==> config.mk <==
export PLATFORM = sky130hd
export DESIGN_NAME = ttc_bcid_evid_tracker_flat
export DESIGN_NICKNAME = d
export VERILOG_FILES = /design/src/rtl/ttc_bcid_evid_tracker_if.sv /design/src/rtl/ttc_bcid_evid_tracker.sv /design/src/flat_wrapper.sv
export SDC_FILE = /design/constraint.sdc
export NUM_CORES = 1
export LEC_CHECK = 0
export ABC_AREA = 1
export CAP_MARGIN = 20
export CORE_MARGIN = 3
export CORE_UTILIZATION = 30
export CTS_CLUSTER_DIAMETER = 80
export DETAILED_ROUTE_END_ITERATION = 12
export GPL_ROUTABILITY_DRIVEN = 0
export PLACE_DENSITY_LB_ADDON = 0.08
export RECOVER_POWER = 50
export SLEW_MARGIN = 10
export SYNTH_ARGS = -nofsm -noshare
export SYNTH_HDL_FRONTEND = slang
export SYNTH_SLANG_ARGS = --single-unit
==> constraint.sdc <==
create_clock -name clk40 -period 5.25 [get_ports clk40]
set_clock_uncertainty 0.05 [all_clocks]
set_input_delay 0.525 -clock clk40 [delete_from_list [all_inputs] [get_ports clk40]]
set_output_delay 0.525 -clock clk40 [all_outputs]
set_load 0.02 [all_outputs]
==> src/rtl/ttc_bcid_evid_tracker_if.sv <==
// TTC tracker bus: decoded TTC strobes and configuration in, BCID/event tagging out.
// The master is the TTC decoder side and the slave is the tracker.
interface ttc_bcid_evid_tracker_if #(
  parameter int unsigned BCID_W = 12,
  parameter int unsigned EVID_W = 32,
  parameter int unsigned DEAD_W = 8
);
  logic              bcr;
  logic              ecr;
  logic              l1a;
  logic [BCID_W-1:0] cfg_latency;
  logic [DEAD_W-1:0] cfg_dead;
  logic [BCID_W-1:0] bcid;
  logic              locked;
  logic              bcr_err;
  logic [15:0]       err_cnt;
  logic              l1a_acc;
  logic              l1a_veto;
  logic [BCID_W-1:0] l1a_bcid;
  logic [EVID_W-1:0] l1a_evid;

  modport master (
    output bcr, ecr, l1a, cfg_latency, cfg_dead,
    input  bcid, locked, bcr_err, err_cnt, l1a_acc, l1a_veto, l1a_bcid, l1a_evid
  );

  modport slave (
    input  bcr, ecr, l1a, cfg_latency, cfg_dead,
    output bcid, locked, bcr_err, err_cnt, l1a_acc, l1a_veto, l1a_bcid, l1a_evid
  );
endinterface

==> src/rtl/ttc_bcid_evid_tracker.sv <==
// TTC timing tracker: BCR-locked BCID counter, L1A dead time, event ID counting,
// latency-compensated crossing tags and BCR sync error detection.
module ttc_bcid_evid_tracker #(
  parameter int unsigned BCID_MAX = 3564,
  parameter int unsigned BCID_W   = 12,
  parameter int unsigned EVID_W   = 32,
  parameter int unsigned DEAD_W   = 8
) (
  input  logic                  clk40,
  input  logic                  rst_n,
  ttc_bcid_evid_tracker_if.slave bus
);
  localparam logic [BCID_W-1:0] BCID_LAST  = BCID_W'(BCID_MAX - 1);
  localparam logic [BCID_W:0]   BCID_MAX_X = (BCID_W + 1)'(BCID_MAX);

  typedef enum logic {
    ST_UNLOCKED,
    ST_LOCKED
  } lock_state_e;

  lock_state_e       state_q, state_d;
  logic              err_d;
  logic              locked;

  logic [BCID_W-1:0] bcid_q, bcid_d;
  logic              bcr_err_q;
  logic [15:0]       err_cnt_q;
  logic [DEAD_W-1:0] dead_q, dead_d;
  logic [EVID_W-1:0] evid_q, evid_d, evid_base;
  logic              accept;
  logic [BCID_W:0]   lat_x, b_x;
  logic [BCID_W-1:0] tag_d;
  logic              l1a_acc_q, l1a_veto_q;
  logic [BCID_W-1:0] l1a_bcid_q;
  logic [EVID_W-1:0] l1a_evid_q;

  assign locked = (state_q == ST_LOCKED);

  // Lock FSM; a misplaced BCR keeps lock, a missing one drops it.
  always_ff @(posedge clk40) begin
    if (!rst_n) state_q <= ST_UNLOCKED;
    else        state_q <= state_d;
  end

  always_comb begin
    state_d = state_q;
    err_d   = 1'b0;
    case (state_q)
      ST_UNLOCKED: begin
        if (bus.bcr) state_d = ST_LOCKED;
      end
      ST_LOCKED: begin
        if (bus.bcr && (bcid_q != BCID_LAST)) begin
          err_d = 1'b1;
        end else if (!bus.bcr && (bcid_q == BCID_LAST)) begin
          err_d   = 1'b1;
          state_d = ST_UNLOCKED;
        end
      end
      default: state_d = ST_UNLOCKED;
    endcase
  end

  always_comb begin
    bcid_d = bcid_q + BCID_W'(1);
    if (bus.bcr || (bcid_q == BCID_LAST)) bcid_d = '0;

    accept = bus.l1a && (dead_q == '0) && locked;

    dead_d = dead_q;
    if (accept)              dead_d = bus.cfg_dead;
    else if (dead_q != '0)   dead_d = dead_q - DEAD_W'(1);

    // ECR takes effect before the coincident L1A reads the event ID.
    evid_base = bus.ecr ? '0 : evid_q;
    evid_d    = accept ? evid_base + EVID_W'(1) : evid_base;

    lat_x = {1'b0, bus.cfg_latency};
    if (lat_x >= BCID_MAX_X) lat_x = '0;
    b_x = {1'b0, bcid_q};
    if (b_x >= lat_x) tag_d = BCID_W'(b_x - lat_x);
    else              tag_d = BCID_W'(b_x + BCID_MAX_X - lat_x);
  end

  always_ff @(posedge clk40) begin
    if (!rst_n) begin
      bcid_q     <= '0;
      bcr_err_q  <= 1'b0;
      err_cnt_q  <= '0;
      dead_q     <= '0;
      evid_q     <= '0;
      l1a_acc_q  <= 1'b0;
      l1a_veto_q <= 1'b0;
      l1a_bcid_q <= '0;
      l1a_evid_q <= '0;
    end else begin
      bcid_q     <= bcid_d;
      bcr_err_q  <= err_d;
      if (err_d && (err_cnt_q != '1)) err_cnt_q <= err_cnt_q + 16'd1;
      dead_q     <= dead_d;
      evid_q     <= evid_d;
      l1a_acc_q  <= accept;
      l1a_veto_q <= bus.l1a && !accept;
      if (accept) begin
        l1a_bcid_q <= tag_d;
        l1a_evid_q <= evid_base;
      end
    end
  end

  assign bus.bcid     = bcid_q;
  assign bus.locked   = locked;
  assign bus.bcr_err  = bcr_err_q;
  assign bus.err_cnt  = err_cnt_q;
  assign bus.l1a_acc  = l1a_acc_q;
  assign bus.l1a_veto = l1a_veto_q;
  assign bus.l1a_bcid = l1a_bcid_q;
  assign bus.l1a_evid = l1a_evid_q;
endmodule

==> src/flat_wrapper.sv <==
// flat-port wrapper written by rule: the top's interface ports become plain ports
module ttc_bcid_evid_tracker_flat 
#(
  parameter int unsigned BCID_MAX = 3564,
  parameter int unsigned BCID_W   = 12,
  parameter int unsigned EVID_W   = 32,
  parameter int unsigned DEAD_W   = 8
)
  (clk40, rst_n, bus_bcr, bus_ecr, bus_l1a, bus_cfg_latency, bus_cfg_dead, bus_bcid, bus_locked, bus_bcr_err, bus_err_cnt, bus_l1a_acc, bus_l1a_veto, bus_l1a_bcid, bus_l1a_evid);
  ttc_bcid_evid_tracker_if #(.BCID_W(BCID_W), .EVID_W(EVID_W), .DEAD_W(DEAD_W)) bus_i ();
  input  logic clk40;
  input  logic rst_n;
  input wire logic [$bits(bus_i.bcr)-1:0] bus_bcr;
  input wire logic [$bits(bus_i.ecr)-1:0] bus_ecr;
  input wire logic [$bits(bus_i.l1a)-1:0] bus_l1a;
  input wire logic [$bits(bus_i.cfg_latency)-1:0] bus_cfg_latency;
  input wire logic [$bits(bus_i.cfg_dead)-1:0] bus_cfg_dead;
  output wire logic [$bits(bus_i.bcid)-1:0] bus_bcid;
  output wire logic [$bits(bus_i.locked)-1:0] bus_locked;
  output wire logic [$bits(bus_i.bcr_err)-1:0] bus_bcr_err;
  output wire logic [$bits(bus_i.err_cnt)-1:0] bus_err_cnt;
  output wire logic [$bits(bus_i.l1a_acc)-1:0] bus_l1a_acc;
  output wire logic [$bits(bus_i.l1a_veto)-1:0] bus_l1a_veto;
  output wire logic [$bits(bus_i.l1a_bcid)-1:0] bus_l1a_bcid;
  output wire logic [$bits(bus_i.l1a_evid)-1:0] bus_l1a_evid;
  assign bus_i.bcr = bus_bcr;
  assign bus_i.ecr = bus_ecr;
  assign bus_i.l1a = bus_l1a;
  assign bus_i.cfg_latency = bus_cfg_latency;
  assign bus_i.cfg_dead = bus_cfg_dead;
  assign bus_bcid = bus_i.bcid;
  assign bus_locked = bus_i.locked;
  assign bus_bcr_err = bus_i.bcr_err;
  assign bus_err_cnt = bus_i.err_cnt;
  assign bus_l1a_acc = bus_i.l1a_acc;
  assign bus_l1a_veto = bus_i.l1a_veto;
  assign bus_l1a_bcid = bus_i.l1a_bcid;
  assign bus_l1a_evid = bus_i.l1a_evid;
  ttc_bcid_evid_tracker #(.BCID_MAX(BCID_MAX), .BCID_W(BCID_W), .EVID_W(EVID_W), .DEAD_W(DEAD_W)) u_core (.clk40(clk40), .rst_n(rst_n), .bus(bus_i));
endmodule
==> key figures, run 1 <==
Timing
  – Worst Hold Slack: 421 ps
  – Worst-Margin Slew: 1660 ps
  – RSZ-0062 raised after global routing: false
  – Hold violation total from the final report: 0
  – Post-route setup TNS: 0 ps
  – Min Tclk post-route: 3580 ps
  – Pins Over Slew Limit: 26
  – Max frequency: approximately 0.28 GHz
  – Setup violators final: 0
  – Rel. slew slack: -10.8%
  – Final WS setup: 1670 ps
  – Final Cycle Share: 68.1%

Synth
  – Dominant cells by area after synthesis: dfxtp_1, nand2_1, nor2_1, inv_1, ha_1
  – Syn nets: 1,239
  – Cell taking the most area after synthesis: dfxtp_1
  – Flops & latches, synth: around 120
  – Post-synth top area share: 31.3%
  – Syn. warnings: 0
  – Post-synthesis sequential area ratio: between 30% and 40%
  – Netlist cell types: 36
  – Cells after Synth: 1,172
  – Mapped cell area: 7430 um2
  – Mapped Avg Cell Area: 6.34 um2

Clock tree
  – Post-CTS setup buffers: 0
  – Clk pin slew, worst setup/hold paths: 60 ps
  – Maximum level of the CTS H-tree: 4
  – CTS root buffer: clkbuf_16
  – Clock buffer count from CTS: 17
  – Clk_lat worst skew: between 400 and 500 ps
  – CTS tree: done
  – Hold buffers post-CTS: 0
  – Deepest clock path buffer count: 2
  – Clock net sink count: 116
  – Post-CTS Resized: 0

Power
  – Peak supply drop: between 0.15 and 0.2 mV
  – Pwr Density: 303 nW/um2
  – Leakage: 4.19 nW

Route
  – Initial DRC count: between 400 and 500
  – Drt wl/cell: 14.6 um
  – Vias/cell: 4.60
  – Number of routed nets with antenna violations: 0
  – DRC viols: 0
  – Vias post-DR: 7,340
  – 1st-pass router iterations: 4
  – WL final: 23,300 um

GRT
  – Vias in the first global route: 6,926
  – Largest net degree at the start of global routing: 48
  – Initial antenna violation count: 0
  – Total grt overflow: 0
  – GRT Util Overall: roughly 18%
  – Global-route wire length before repair: 37,300 um

Setup path
  – Reg2reg end: u_core.evid_q[3]
  – Worst r2r src: u_core.dead_q[0]
  – Worst path required time: 5510 ps
  – CP Max Fanout: 47
  – Crit. End Element: flop
  – Crit Path Category: flop to flop
  – Reg2reg setup slack: 1670 ps
  – Crit path launch type: flop
  – Crit path DAT: 3830 ps
  – Worst reg2reg path depth: 12

Floorplan
  – Die footprint: 26,700 um2
  – Core Area: 23,900 um2
  – Row count: 56
  – Die height: approximately 160 um
  – Die Span X: 163 um
  – Initial Util: a little under a third
  – Io pins: 101

Finish
  – Design area: 9270 um2
  – Count of nets after finishing: 1,330
  – Fillers: about 2,700
  – Diodes inserted: 0
  – Area grow syn2layout: 24.8%
  – Commonest non-fill, non-tap cells in the layout: nand2_1, nor2_1, inv_1
  – Share of layout cells above drive strength 1: 4.62%
  – Most common cell after layout, fill and taps aside: nand2_1

Run status
  – Failing checks: max-capacitance violations, max-slew violations
  – Status: finished, violations left

Placement
  – Cell Area, Placed: 8700 um2
  – PortBufs: 100
  – Hpwl dp: 17,200 um
  – Pre-CTS setup slack: 1270 ps

Flow run
  – Max Cap Viol: 1

Hold path
  – Min-delay src: u_core.dead_q[0]
  – Hold/Removal Path Class: flop to flop
  – Worst Hold Path EP: u_core.dead_q[0]
  – Worst hold path depth: 2
-- worst max-delay path: stages (launching register included) --
cell,delay (ps)
dfxtp_1,310
inv_1,100
ha_1,200
nand3_1,150
nor2_1,170
nand2_2,90
inv_1,70
nand2_1,100
nor2_1,1240
buf_4,600
nand2_1,120
o21ai_0,180
a21oi_1,60
-- per-stage QoR --
stage          utilization (%)  power (mW)  std cells
6_report                  38.8        2.81       1595
5_1_grt                   38.8        2.97       1595
4_1_cts                   38.9        2.89       1595
3_5_place_dp              36.4        1.68       1563
3_3_place_gp              36.4        1.69       1563
2_1_floorplan                -        1.46       1172
-- registers in the layout, indices dropped and copies added (netlist names) --
register             cells
u_core.bus.bcid         12
u_core.bus.l1a_veto      1
u_core.bus.l1a_bcid     12
u_core.dead_q            8
u_core.bus.bcr_err       1
u_core.bus.locked        1
u_core.bus.err_cnt      16
u_core.bus.l1a_evid     32
u_core.bus.l1a_acc       1
u_core.evid_q           32
-- synthesized netlist by cell type, drive strengths merged --
| library cell | instances |
|---|---|
| a21oi | 79 |
| a22oi | 2 |
| a31oi | 2 |
| and3 | 2 |
| buf | 20 |
| clkbuf | 15 |
| clkinv | 1 |
| dfxtp | 116 |
| fa | 5 |
| ha | 37 |
| inv | 162 |
| nand2 | 322 |
| nand3 | 72 |
| nand3b | 10 |
| nand4 | 16 |
| nor2 | 186 |
| nor3 | 17 |
| nor3b | 2 |
| nor4 | 2 |
| o211a | 1 |
| o211ai | 3 |
| o21a | 11 |
| o21ai | 58 |
| o21bai | 1 |
| o31ai | 1 |
| xnor2 | 9 |
| xor2 | 20 |
-- cells by family after synthesis --
family	synth area share [%]
AOI/OAI and AO/OA	11.4
xor gates and xnor gates	3.42
adders and majority gates	7.58
buffers and inverters	10.5
DFF	31.3
and+or+nand+nor	35.9
-- how the worst max path moves through the flow --
stage	start	endpoint	slack (ps)
final	u_core.dead_q[0]	u_core.evid_q[3]	1670
after global routing	u_core.dead_q[0]	u_core.evid_q[5]	1160
after CTS	bus_cfg_latency[8]	u_core.bus.l1a_bcid[1]	1710
after detailed placement	bus_cfg_latency[8]	u_core.bus.l1a_bcid[1]	1270
after global placement	bus_cfg_latency[8]	u_core.bus.l1a_bcid[1]	1480
after floorplan	bus_cfg_latency[8]	u_core.bus.l1a_bcid[7]	2370
-- area by class of cell --
type | instances | area [um2] | area share (%)
Tap cell | 319 | 399 | 4.31
Sequential cell | 116 | 2320 | 25.1
Clock inverter | 14 | 153 | 1.65
Clock buffer | 18 | 439 | 4.74
Timing Repair Buffer | 107 | 1050 | 11.3
Inverter | 163 | 612 | 6.60
Multi-Input combinational cell | 858 | 4290 | 46.3
-- power by group --
part / internal [mW] / leakage [nW] / switching (mW) / total (mW)
Combinational: 0.233 / 2.97 / 0.392 / 0.625
Sequential: 0.954 / 0.939 / 0.0426 / 0.996
Clock: 0.716 / 0.279 / 0.473 / 1.19
Total: 1.90 / 4.19 / 0.908 / 2.81
-- metal layers --
metal / wire length (um) / global-route usage [%] / up-vias
met5: 0 / 0 / -
met2: 9730 / 26.4 / 151
met4: 211 / 4.11 / 0
li1: - / - / 3892
met3: 890 / 3.02 / 12
met1: 12400 / 26.3 / 3285
No activity file was read; power rests on OpenSTA's default activity.
==> inputs of run 2 (changes only) <==
Clock period 5.25 ns to 3.4 ns, I/O delays scaled along.
==> run 2 against run 1 <==
Net effect: the flow now finishes without violations; routed wire length fell by 0.25%; total power grew 53%; clock power is 46% higher; sequential share of layout area is 0.73 points lower; die area unchanged; final area increased by 3.0%; final cell count rose by 2.4%; sequential power up 55%; count of clock-buffer cells in the layout is the same; setup slack lost 1300 ps; critical path type is now input pin to flop; critical endpoint is now u_core.bus.l1a_bcid[8]; largest power group unchanged; highest routed layer unchanged.
==> key figures, run 2 (synthesis results as in run 1) <==
Run status
  – Status: completed

Finish
  – Commonest non-fill, non-tap cells in the layout: nand2_1, nor2_1, inv_1
  – Fillers: 2,562 (-3.4%)
  – Area grow syn2layout: 28.5%
  – Most common cell after layout, fill and taps aside: nand2_1
  – Diodes inserted: 0 (unchanged)
  – Count of nets after finishing: 1,368 (+2.9%)
  – Register Area: 2320 um2 (unchanged)
  – Multi-input gate area: 4310 um2 (+0.35%)
  – Share of layout cells above drive strength 1: 7.46% (+2.8 points)
  – Final Util: 39.9% (+1.2 points)

Setup path
  – CP Max Fanout: 6 (-87%)
  – Most Frequent Cell on Critical Path: inv_1
  – Slowest CP cell: clkdlybuf4s50_1
  – Crit Path Category: input pin to flop
  – Crit. End Element: flop
  – CP peak stage delay: 450 ps (-790 ps)
  – Critical-path cell list: clkdlybuf4s50_1 -> inv_1 -> nor3_1 -> o21ai_0 -> a21oi_1 -> nand2_2 -> inv_1 -> buf_4 -> nor2_1 -> ha_1 -> inv_1 -> ha_1 -> a21oi_1 -> nor2_1 -> nor2_1 -> nand3b_1 -> nand3_1 -> nand3_1 -> nand2_1 -> inv_1
  – Worst path required time: 3670 ps (-1840 ps)
  – Crit path launch type: input pin
  – Crit path DAT: 3290 ps (-540 ps)

Clock tree
  – Clock buffer count from CTS: 17 (unchanged)
  – Post-CTS Resized: 0 (unchanged)
  – CTS root buffer: clkbuf_16
  – Maximum level of the CTS H-tree: 4 (unchanged)
  – Clock net sink count: 116 (unchanged)
  – Clk pin slew, worst setup/hold paths: 60 ps (about the same)
  – Clk_lat worst skew: 420 ps (about the same)
  – CTS tree: done
  – Post-CTS setup buffers: 0 (unchanged)
  – Hold buffers post-CTS: 0 (unchanged)
  – Deepest clock path buffer count: 2 (unchanged)

GRT
  – Initial antenna violation count: 0 (unchanged)
  – Global-route wire length before repair: 38,100 um (+2.3%)
  – GRT Util Overall: 18.0% (+0.33 points)
  – Largest net degree at the start of global routing: 63 (+31%)
  – Total grt overflow: 0 (unchanged)
  – Vias in the first global route: 7,232 (+4.4%)

Power
  – Logic pwr share: 23.5% (+1.2 points)
  – Pwr Density: 450 nW/um2 (+48%)
  – Clock share of power: 40.7% (-1.6 points)
  – Switching part of the total power: 33.0% (+0.68 points)
  – Seq pwr share: 35.8% (+0.3 points)
  – P_sw: 1.41 mW (+56%)
  – Leakage: 4.35 nW (+3.8%)
  – Cell Int Power: 2.87 mW (+51%)
  – Peak supply drop: 0.236 mV (+47%)

Floorplan
  – Die Span X: 163 um (unchanged)
  – Die height: 163 um (unchanged)
  – Row count: 56 (unchanged)
  – Io pins: 101 (unchanged)
  – Initial Util: 31.1% (unchanged)
  – Core Area: 23,900 um2 (unchanged)
  – Die footprint: 26,700 um2 (unchanged)

Hold path
  – Hold/Removal Path Class: flop to flop

Timing
  – Hold violation total from the final report: 0 (unchanged)
  – Final Cycle Share: 88.7%
  – Final WS setup: 383 ps (-1290 ps)
  – Pins Over Slew Limit: 0 (-100%)
  – Worst-Margin Slew: 1270 ps (-388 ps)
  – Max frequency: 0.332 GHz
  – Rel. slew slack: 15.5% (+26 points)
  – RSZ-0062 raised after global routing: false
  – Setup violators final: 0 (unchanged)
  – Min Tclk post-route: just over 3000 ps

Route
  – DRC viols: 0 (unchanged)
  – Drt wl/cell: 14.2 um (-2.6%)
  – Vias/cell: 4.60 (about the same)
  – Initial DRC count: 448 (+4.9%)
  – WL final: 23,200 um (-0.25%)
  – 1st-pass router iterations: 5 (+1)
  – Vias post-DR: 7,516 (+2.4%)
  – Number of routed nets with antenna violations: 0 (unchanged)

Flow run
  – Max Cap Viol: 0 (-1)

Placement
  – Hpwl dp: 17,300 um (+0.25%)
  – Pre-CTS setup slack: -113 ps (-1390 ps)
  – PortBufs: 100 (unchanged)
==> run 2: power groups by stage <==
stage	registers (mW)	logic, mW	clock network [mW]
finish	1.54	1.01	1.74
global route	1.55	1.15	1.85
CTS	1.54	1.07	1.80
detailed placement	1.57	1.07	0
global placement	1.58	1.07	0
floorplan	1.64	0.616	0
==> run 2: worst paths after layout <==
kind	startpoint	to	cells past startpoint	slack, ps
worst max-delay path	bus_cfg_latency[8]	u_core.bus.l1a_bcid[8]	20	380
worst min-delay path	u_core.dead_q[0]	u_core.dead_q[0]	2	410
worst max register to register	u_core.dead_q[0]	u_core.bus.l1a_evid[3]	11	650
worst min register to register	u_core.dead_q[0]	u_core.dead_q[0]	2	410
==> run 2: per-stage QoR <==
stage          hold slack (ps)  total power [mW]  instances  TNS (ps)  cell area [um2]
2_1_floorplan              387              2.26       1172         0             7430
3_3_place_gp               399              2.64       1601     -8.60             9000
3_5_place_dp               407              2.64       1601      -346             9000
4_1_cts                    416              4.42       1633         0             9560
5_1_grt                    442              4.55       1633         0             9540
6_report                   414              4.29       1633         0             9540
==> run 2: cell type report <==
cell class | count | area share, %
clock buffer | 18 | 4.50
timing repair buffer | 145 | 14.1
inverter | 163 | 6.41
sequential | 116 | 24.3
tap | 319 | 4.18
clock inverter | 14 | 1.36
multi-input combinational | 858 | 45.1
==> run 2: worst max-delay path, delay by kind of cell <==
family / cells / cell delay, ps
adders and majority gates: 2 / 640
AOI/OAI and AO/OA: 3 / 580
and+or+nand+nor: 9 / 930
buffers and inverters: 6 / 830
==> run 2: layer usage <==
layer	GRT usage [%]	vias to the layer above	share of wire [%]
met5	0	-	0
met4	4.15	0	0.81
met3	3.17	11	5.4
met2	27.1	172	42
met1	26.6	3365	52
li1	-	3968	-
